## src/rtl/dp_job_arbiter_if.sv

```systemverilog
`default_nettype none
// ============================================================================
// Module   : dp_job_arbiter_if
// Brief    : Requester/engine bundle for the dot-product job arbiter.
// Revision : 1.0 - initial release
// ============================================================================
interface dp_job_arbiter_if #(
   parameter int NUM_REQ         = 4,
   parameter int ADDR_WIDTH      = 5,
   parameter int MEM3_ADDR_WIDTH = 4
);
   logic [NUM_REQ-1:0]                 req;
   logic [NUM_REQ*ADDR_WIDTH-1:0]      req_src_addr;
   logic [NUM_REQ*MEM3_ADDR_WIDTH-1:0] req_dst_addr;
   logic                               eng_done;
   logic [NUM_REQ-1:0]                 grant;
   logic [NUM_REQ-1:0]                 job_done;
   logic                               job_err;
   logic                               eng_start;
   logic [ADDR_WIDTH-1:0]              eng_src_addr;
   logic [MEM3_ADDR_WIDTH-1:0]         eng_dst_addr;
   logic                               busy;
   logic [7:0]                         jobs_completed;

   // Requesters and the engine together form the master side.
   modport master (
      output req, req_src_addr, req_dst_addr, eng_done,
      input  grant, job_done, job_err, eng_start, eng_src_addr, eng_dst_addr,
             busy, jobs_completed
   );

   modport slave (
      input  req, req_src_addr, req_dst_addr, eng_done,
      output grant, job_done, job_err, eng_start, eng_src_addr, eng_dst_addr,
             busy, jobs_completed
   );
endinterface
`default_nettype wire

```

## src/rtl/dp_job_arbiter.sv

```systemverilog
`default_nettype none
// ============================================================================
// Module   : dp_job_arbiter
// Brief    : Round-robin arbiter sharing one dot-product engine among
//            NUM_REQ requesters, with per-job timeout and job counter.
// Revision : 1.0 - initial release
// ============================================================================
module dp_job_arbiter #(
   parameter int NUM_REQ         = 4,
   parameter int ADDR_WIDTH      = 5,
   parameter int MEM3_ADDR_WIDTH = 4,
   parameter int TIMEOUT_CYCLES  = 255
) (
   input  wire logic       clk,
   input  wire logic       rst_n,
   dp_job_arbiter_if.slave bus
);

   localparam int                IDX_W          = (NUM_REQ > 1) ? $clog2(NUM_REQ) : 1;
   localparam logic [IDX_W:0]    c_num_req      = (IDX_W+1)'(NUM_REQ);
   localparam logic [IDX_W-1:0]  c_last_idx     = IDX_W'(NUM_REQ - 1);
   localparam logic [7:0]        c_timeout_last = 8'(TIMEOUT_CYCLES - 1);

   typedef enum logic [1:0] {
      S_IDLE     = 2'd0,
      S_ISSUE    = 2'd1,
      S_WAIT     = 2'd2,
      S_COMPLETE = 2'd3
   } state_t;

   state_t                     r_state;
   state_t                     w_state_nxt;
   logic [IDX_W-1:0]           r_rr_ptr;
   logic [IDX_W-1:0]           r_owner;
   logic [7:0]                 r_wait_cnt;
   logic                       r_err;
   logic [NUM_REQ-1:0]         r_grant;
   logic [ADDR_WIDTH-1:0]      r_src;
   logic [MEM3_ADDR_WIDTH-1:0] r_dst;
   logic [7:0]                 r_jobs;

   logic [ADDR_WIDTH-1:0]      w_src_arr [NUM_REQ];
   logic [MEM3_ADDR_WIDTH-1:0] w_dst_arr [NUM_REQ];
   logic [IDX_W:0]             w_cand;
   logic [IDX_W-1:0]           w_win;
   logic                       w_found;
   logic [NUM_REQ-1:0]         w_win_oh;
   logic                       w_timeout;
   logic [IDX_W-1:0]           w_rr_nxt;

   generate
      for (genvar gi = 0; gi < NUM_REQ; gi++) begin : g_unpack
         assign w_src_arr[gi] = bus.req_src_addr[gi*ADDR_WIDTH +: ADDR_WIDTH];
         assign w_dst_arr[gi] = bus.req_dst_addr[gi*MEM3_ADDR_WIDTH +: MEM3_ADDR_WIDTH];
      end
   endgenerate

   // Scan requesters starting at rr_ptr, wrapping modulo NUM_REQ; first hit wins.
   always_comb begin
      w_found = 1'b0;
      w_win   = '0;
      w_cand  = '0;
      for (int k = 0; k < NUM_REQ; k++) begin
         w_cand = {1'b0, r_rr_ptr} + (IDX_W+1)'(k);
         if (w_cand >= c_num_req) begin
            w_cand = w_cand - c_num_req;
         end
         if (!w_found && bus.req[w_cand[IDX_W-1:0]]) begin
            w_found = 1'b1;
            w_win   = w_cand[IDX_W-1:0];
         end
      end
   end

   always_comb begin
      w_win_oh        = '0;
      w_win_oh[w_win] = w_found;
   end

   assign w_timeout = (r_wait_cnt == c_timeout_last);
   assign w_rr_nxt  = (r_owner == c_last_idx) ? '0 : r_owner + 1'b1;

   always_ff @(posedge clk or negedge rst_n) begin
      if (!rst_n) begin
         r_state <= S_IDLE;
      end else begin
         r_state <= w_state_nxt;
      end
   end

   always_comb begin
      w_state_nxt = r_state;
      case (r_state)
         S_IDLE:     if (w_found) w_state_nxt = S_ISSUE;
         S_ISSUE:    w_state_nxt = S_WAIT;
         S_WAIT:     if (bus.eng_done || w_timeout) w_state_nxt = S_COMPLETE;
         S_COMPLETE: w_state_nxt = S_IDLE;
         default:    w_state_nxt = S_IDLE;
      endcase
   end

   // Job context: captured at arbitration, held until the job is retired.
   always_ff @(posedge clk or negedge rst_n) begin
      if (!rst_n) begin
         r_rr_ptr   <= '0;
         r_owner    <= '0;
         r_wait_cnt <= '0;
         r_err      <= 1'b0;
         r_grant    <= '0;
         r_src      <= '0;
         r_dst      <= '0;
         r_jobs     <= '0;
      end else begin
         case (r_state)
            S_IDLE: begin
               if (w_found) begin
                  r_grant <= w_win_oh;
                  r_owner <= w_win;
                  r_src   <= w_src_arr[w_win];
                  r_dst   <= w_dst_arr[w_win];
               end
            end
            S_ISSUE: begin
               r_wait_cnt <= '0;
               r_err      <= 1'b0;
            end
            S_WAIT: begin
               r_wait_cnt <= r_wait_cnt + 8'd1;
               // A completion arriving on the timeout cycle still counts as success.
               if (!bus.eng_done && w_timeout) begin
                  r_err <= 1'b1;
               end
            end
            S_COMPLETE: begin
               r_grant  <= '0;
               r_rr_ptr <= w_rr_nxt;
               if (!r_err) begin
                  r_jobs <= r_jobs + 8'd1;
               end
            end
            default: ;
         endcase
      end
   end

   assign bus.grant          = r_grant;
   assign bus.job_done       = (r_state == S_COMPLETE) ? r_grant : '0;
   assign bus.job_err        = (r_state == S_COMPLETE) && r_err;
   assign bus.eng_start      = (r_state == S_ISSUE);
   assign bus.eng_src_addr   = r_src;
   assign bus.eng_dst_addr   = r_dst;
   assign bus.busy           = (r_state != S_IDLE);
   assign bus.jobs_completed = r_jobs;

endmodule
`default_nettype wire

```

## src/flat_wrapper.sv

```systemverilog
// flat-port wrapper written by rule: the top's interface ports become plain ports
module dp_job_arbiter_flat 
#(
   parameter int NUM_REQ         = 4,
   parameter int ADDR_WIDTH      = 5,
   parameter int MEM3_ADDR_WIDTH = 4,
   parameter int TIMEOUT_CYCLES  = 255
)
  (clk, rst_n, bus_req, bus_req_src_addr, bus_req_dst_addr, bus_eng_done, bus_grant, bus_job_done, bus_job_err, bus_eng_start, bus_eng_src_addr, bus_eng_dst_addr, bus_busy, bus_jobs_completed);
  dp_job_arbiter_if #(.NUM_REQ(NUM_REQ), .ADDR_WIDTH(ADDR_WIDTH), .MEM3_ADDR_WIDTH(MEM3_ADDR_WIDTH)) bus_i ();
  input  wire logic clk;
  input  wire logic rst_n;
  input wire logic [$bits(bus_i.req)-1:0] bus_req;
  input wire logic [$bits(bus_i.req_src_addr)-1:0] bus_req_src_addr;
  input wire logic [$bits(bus_i.req_dst_addr)-1:0] bus_req_dst_addr;
  input wire logic [$bits(bus_i.eng_done)-1:0] bus_eng_done;
  output wire logic [$bits(bus_i.grant)-1:0] bus_grant;
  output wire logic [$bits(bus_i.job_done)-1:0] bus_job_done;
  output wire logic [$bits(bus_i.job_err)-1:0] bus_job_err;
  output wire logic [$bits(bus_i.eng_start)-1:0] bus_eng_start;
  output wire logic [$bits(bus_i.eng_src_addr)-1:0] bus_eng_src_addr;
  output wire logic [$bits(bus_i.eng_dst_addr)-1:0] bus_eng_dst_addr;
  output wire logic [$bits(bus_i.busy)-1:0] bus_busy;
  output wire logic [$bits(bus_i.jobs_completed)-1:0] bus_jobs_completed;
  assign bus_i.req = bus_req;
  assign bus_i.req_src_addr = bus_req_src_addr;
  assign bus_i.req_dst_addr = bus_req_dst_addr;
  assign bus_i.eng_done = bus_eng_done;
  assign bus_grant = bus_i.grant;
  assign bus_job_done = bus_i.job_done;
  assign bus_job_err = bus_i.job_err;
  assign bus_eng_start = bus_i.eng_start;
  assign bus_eng_src_addr = bus_i.eng_src_addr;
  assign bus_eng_dst_addr = bus_i.eng_dst_addr;
  assign bus_busy = bus_i.busy;
  assign bus_jobs_completed = bus_i.jobs_completed;
  dp_job_arbiter #(.NUM_REQ(NUM_REQ), .ADDR_WIDTH(ADDR_WIDTH), .MEM3_ADDR_WIDTH(MEM3_ADDR_WIDTH), .TIMEOUT_CYCLES(TIMEOUT_CYCLES)) u_core (.clk(clk), .rst_n(rst_n), .bus(bus_i));
endmodule
```

## config.mk

```make
export PLATFORM = sky130hd
export DESIGN_NAME = dp_job_arbiter_flat
export DESIGN_NICKNAME = d
export VERILOG_FILES = /design/src/rtl/dp_job_arbiter_if.sv /design/src/rtl/dp_job_arbiter.sv /design/src/flat_wrapper.sv
export SDC_FILE = /design/constraint.sdc
export NUM_CORES = 1
export LEC_CHECK = 0
export BUFFER_PORTS_ARGS = -buffer_cell sky130_fd_sc_hd__buf_2
export CORE_MARGIN = 4
export CORE_UTILIZATION = 35
export DETAILED_ROUTE_END_ITERATION = 8
export PLACE_DENSITY = 0.67
export REMOVE_ABC_BUFFERS = 1
export SLEW_MARGIN = 10
export SYNTH_ARGS = -nofsm -noshare
export SYNTH_HDL_FRONTEND = slang
export SYNTH_SLANG_ARGS = --single-unit
export TNS_END_PERCENT = 10
```

## constraint.sdc

```tcl
create_clock -name clk -period 3.95 [get_ports clk]
set_clock_uncertainty 0.2 [all_clocks]
set_input_delay 0.395 -clock clk [delete_from_list [all_inputs] [get_ports clk]]
set_output_delay 0.395 -clock clk [all_outputs]
set_load 0.02 [all_outputs]
```

==> results by group <==
Outcome
  – Status: complete, but fails checks
  – Violated checks: negative hold slack

Pwr
  – Clock power share: 14.6%
  – Int Pwr: around 990 uW
  – Switching power: around 840 uW
  – Peak VDD IR: between 200 and 250 uV
  – Switching portion of total power: around 46%
  – Sequential share of power: about a third
  – Cell area power density: 696.0 nW/um^2
  – Comb pwr share: 51.6%
  – Leakage power: about 0.0013 uW

Setup path
  – Worst path max stage delay: between 0.9 and 1 ns
  – Worst setup EP type: flop
  – WP data required: 3.96 ns
  – Worst setup SP type: flop
  – Crit Path Max Fanout: 11
  – Slowest-stage cell, CP: a21oi_1
  – R2R Setup Slk: about 1.5 ns
  – Worst R2R Path Depth: 6
  – CP Depth: 6
  – CP arrival: between 2 and 2.5 ns
  – Critical path cell sequence: inv_1 -> ha_1 -> nand2b_1 -> a21oi_1 -> a22oi_1 -> o21ai_0
  – Reg2reg end: u_core.bus.grant[0]
  – Reg2Reg Launch Point: u_core.r_state[0]
  – Worst Path Buf+Inv: 1
  – Family with the most delay on the worst path: compound AO/OA/AOI/OAI gates
  – Crit Path Class: flop to flop

Synth
  – Synth area leaders: dfrtp_1 (41%), a211oi_2 (8.0%), ha_1 (5.2%)
  – Seq/Total Area, Yosys: about two fifths
  – Post-Syn Area: roughly 2200 um^2
  – Synth cell count leaders: dfrtp_1 (36), nand2_1 (20), inv_1 (17)
  – Synth cell types: 43
  – Post-synth EDFFs: 0
  – Post-synthesis cell count: around 220
  – Top-area cell type share of the netlist area: between 40 and 50%
  – Mean Syn Cell Area: around 10 um^2
  – Ys flop type: dfrtp_1
  – Yosys top cell by area: dfrtp_1
  – Ys Warns: 0
  – Post-synth ARST share: between 90% and 100%
  – Most common cell in the netlist: dfrtp_1
  – Yosys reg bits: 36

Placed design
  – I/O Buffers: 70
  – Dpl ws: roughly 1.5 ns
  – Final HPWL DP: about 3700 um
  – Placer Congestion: 0.7886

Clocking
  – TritonCTS buffer count: 5
  – Clock-pin slew on the worst setup and hold paths: roughly 0.080 ns
  – # H-tree levels: 2
  – Post-CTS Resized: 0
  – CTS tree: done
  – TritonCTS Sinks: 36
  – Setup repair bufs after CTS: 0
  – Hold buffers post-CTS: 0
  – Clock Latency Late Sink: between 0.2 and 0.3 ns
  – Max Root-Sink Buffers: 2
  – Root Buffer: clkbuf_8

Timing
  – Setup_tns: 0 ns
  – Setup Viol. Count Final: 0
  – Max Freq: 409.5 MHz
  – Final Max Slew Viols: 0
  – Crit share post-route: between 60% and 70%
  – Slew of the pin with the lowest slew margin: ~1.2 ns
  – Worst hold margin: -0.02365 ns
  – Setup ws final: between 1.5 and 2 ns
  – Final Hold Vio Count: 36
  – Minimum clock period: 2.442 ns
  – RSZ-0062 raised after global routing: no
  – Worst slew margin: ~18%

Global route
  – First-pass GRT wire length: roughly 8300 um
  – Largest net degree at the start of global routing: 37
  – Vias in the first global route: about 1800
  – Antenna violations before repair: 0
  – GRT Residual Overflow: 0
  – GRT Total Usage: 14.08%

Floorplan
  – Die footprint: 7554 um^2
  – Initial Util: 36.38%
  – FP Rows: 28
  – Die height: 86.92 um
  – Width of the chip: around 87 um
  – # IOs: between 70 and 80
  – Core region area: approximately 6000 um^2

Worst hold path
  – Worst hold path type: primary input to async pin

Cells and area
  – Share of cells above drive strength 1: 36.14%
  – Finished Core Util: a little over two fifths
  – # fillers: between 500 and 600
  – Nets@finish: around 340
  – Total area of multi-input combinational cells: around 1100 um^2
  – Synth-to-Final Area Change: 20.78%
  – Reg area: roughly 900 um^2
  – Number of inserted diodes: 0

Flow run
  – Number of max-cap violations: 0

Routing
  – Wire per inst: between 10 and 15 um
  – Drt drc: 0
  – Initial DRC Count: 131
  – Post-route ant nets: 0
  – Via-per-instance ratio: around 5.0
  – First-pass iteration count of the detailed router: 4
  – Via count: between 1500 and 2000
  – DRT Wirelength: between 4000 and 5000 um
[power groups by stage]
stage | sequential (uW) | clock [uW] | combinational, uW
after global routing | 643 | 295 | 1050
after CTS | 621 | 277 | 959
after detailed placement | 626 | 0 | 959
after floorplan | 715 | 0 | 572
final | 619 | 267 | 945
after global placement | 621 | 0 | 936
[cell type report]
cell class | instances | share of cell area, %
Clock buffer | 5 | 2.614
Tap cell | 75 | 3.565
Clock inverter | 3 | 0.7129
Sequential cell | 36 | 34.22
Timing Repair Buffer | 71 | 13.59
Multi-Input combinational cell | 152 | 42.73
Inverter | 18 | 2.567
[sequential cells by signal (all words and copies together), names as in the netlist]
| name | count |
|---|---|
| u_core.r_wait_cnt | 8 |
| u_core.bus.eng_src_addr | 5 |
| u_core.r_err | 1 |
| u_core.bus.grant | 4 |
| u_core.r_rr_ptr | 2 |
| u_core.r_owner | 2 |
| u_core.bus.eng_dst_addr | 4 |
| u_core.r_state | 2 |
| u_core.bus.jobs_completed | 8 |
[worst register-to-register path, stage by stage, from the launching register on]
cell and delay, ns:
dfrtp_1 0.41, inv_1 0.12, ha_1 0.21, nand2b_1 0.12
a21oi_1 0.96, a22oi_1 0.15, o21ai_0 0.20
[kinds of logic after synthesis]
| family | count (synthesis) | share of synthesized area [%] |
|---|---|---|
| XOR/XNOR | 9 | 3.616 |
| AO/OA/AOI/OAI | 51 | 19.23 |
| buffers and inverters | 29 | 7.061 |
| AND/OR/NAND/NOR | 69 | 16.93 |
| adder cells (fa/ha/maj) | 9 | 5.167 |
| flip-flops | 36 | 41.33 |
| multiplexers | 14 | 6.659 |
[through the flow]
step	cells	area [um^2]	total power [uW]	hold slack, ns
6_report	360	2633	1832	-0.02365
3_3_place_gp	352	2545	1557	0.2548
3_5_place_dp	352	2545	1585	0.2722
2_1_floorplan	206	2093	1287	-0.1006
5_1_grt	360	2633	1985	0.04922
4_1_cts	360	2633	1857	0.009778
[worst max path at each step]
stage / startpoint / endpoint / slack [ns]
after global placement: u_core.r_state[0] / u_core.bus.eng_src_addr[4] / 1.59
after floorplan: u_core.r_rr_ptr[1] / u_core.bus.eng_src_addr[0] / 1.79
final: u_core.r_state[0] / u_core.bus.grant[0] / 1.51
after global routing: u_core.r_state[0] / u_core.bus.eng_src_addr[4] / 1.26
after detailed placement: u_core.r_state[0] / u_core.bus.grant[0] / 1.51
after CTS: u_core.r_state[0] / u_core.bus.eng_src_addr[4] / 1.50
[cells in the final DEF (no fill, tap or decap), types with 4 or more instances in the layout]
| master | n |
|---|---|
| buf_2 | 70 |
| dfrtp_1 | 36 |
| nand2_1 | 20 |
| inv_1 | 17 |
| nor2_1 | 14 |
| a211oi_2 | 14 |
| a31oi_1 | 11 |
| mux2i_1 | 10 |
| ha_1 | 9 |
| and2_1 | 7 |
| and3_1 | 6 |
| nand3_1 | 6 |
| xor2_1 | 5 |
| o21ai_1 | 5 |
| o21ai_0 | 5 |
| clkbuf_8 | 5 |
| xnor2_1 | 4 |
| a211oi_1 | 4 |
[layer usage]
metal	track usage, %	wire length (um)
met1	17.59	2195
met3	4.257	372
met5	0	0
met2	22.71	2349
met4	5.524	80
Power figures use the tool's default switching activity.
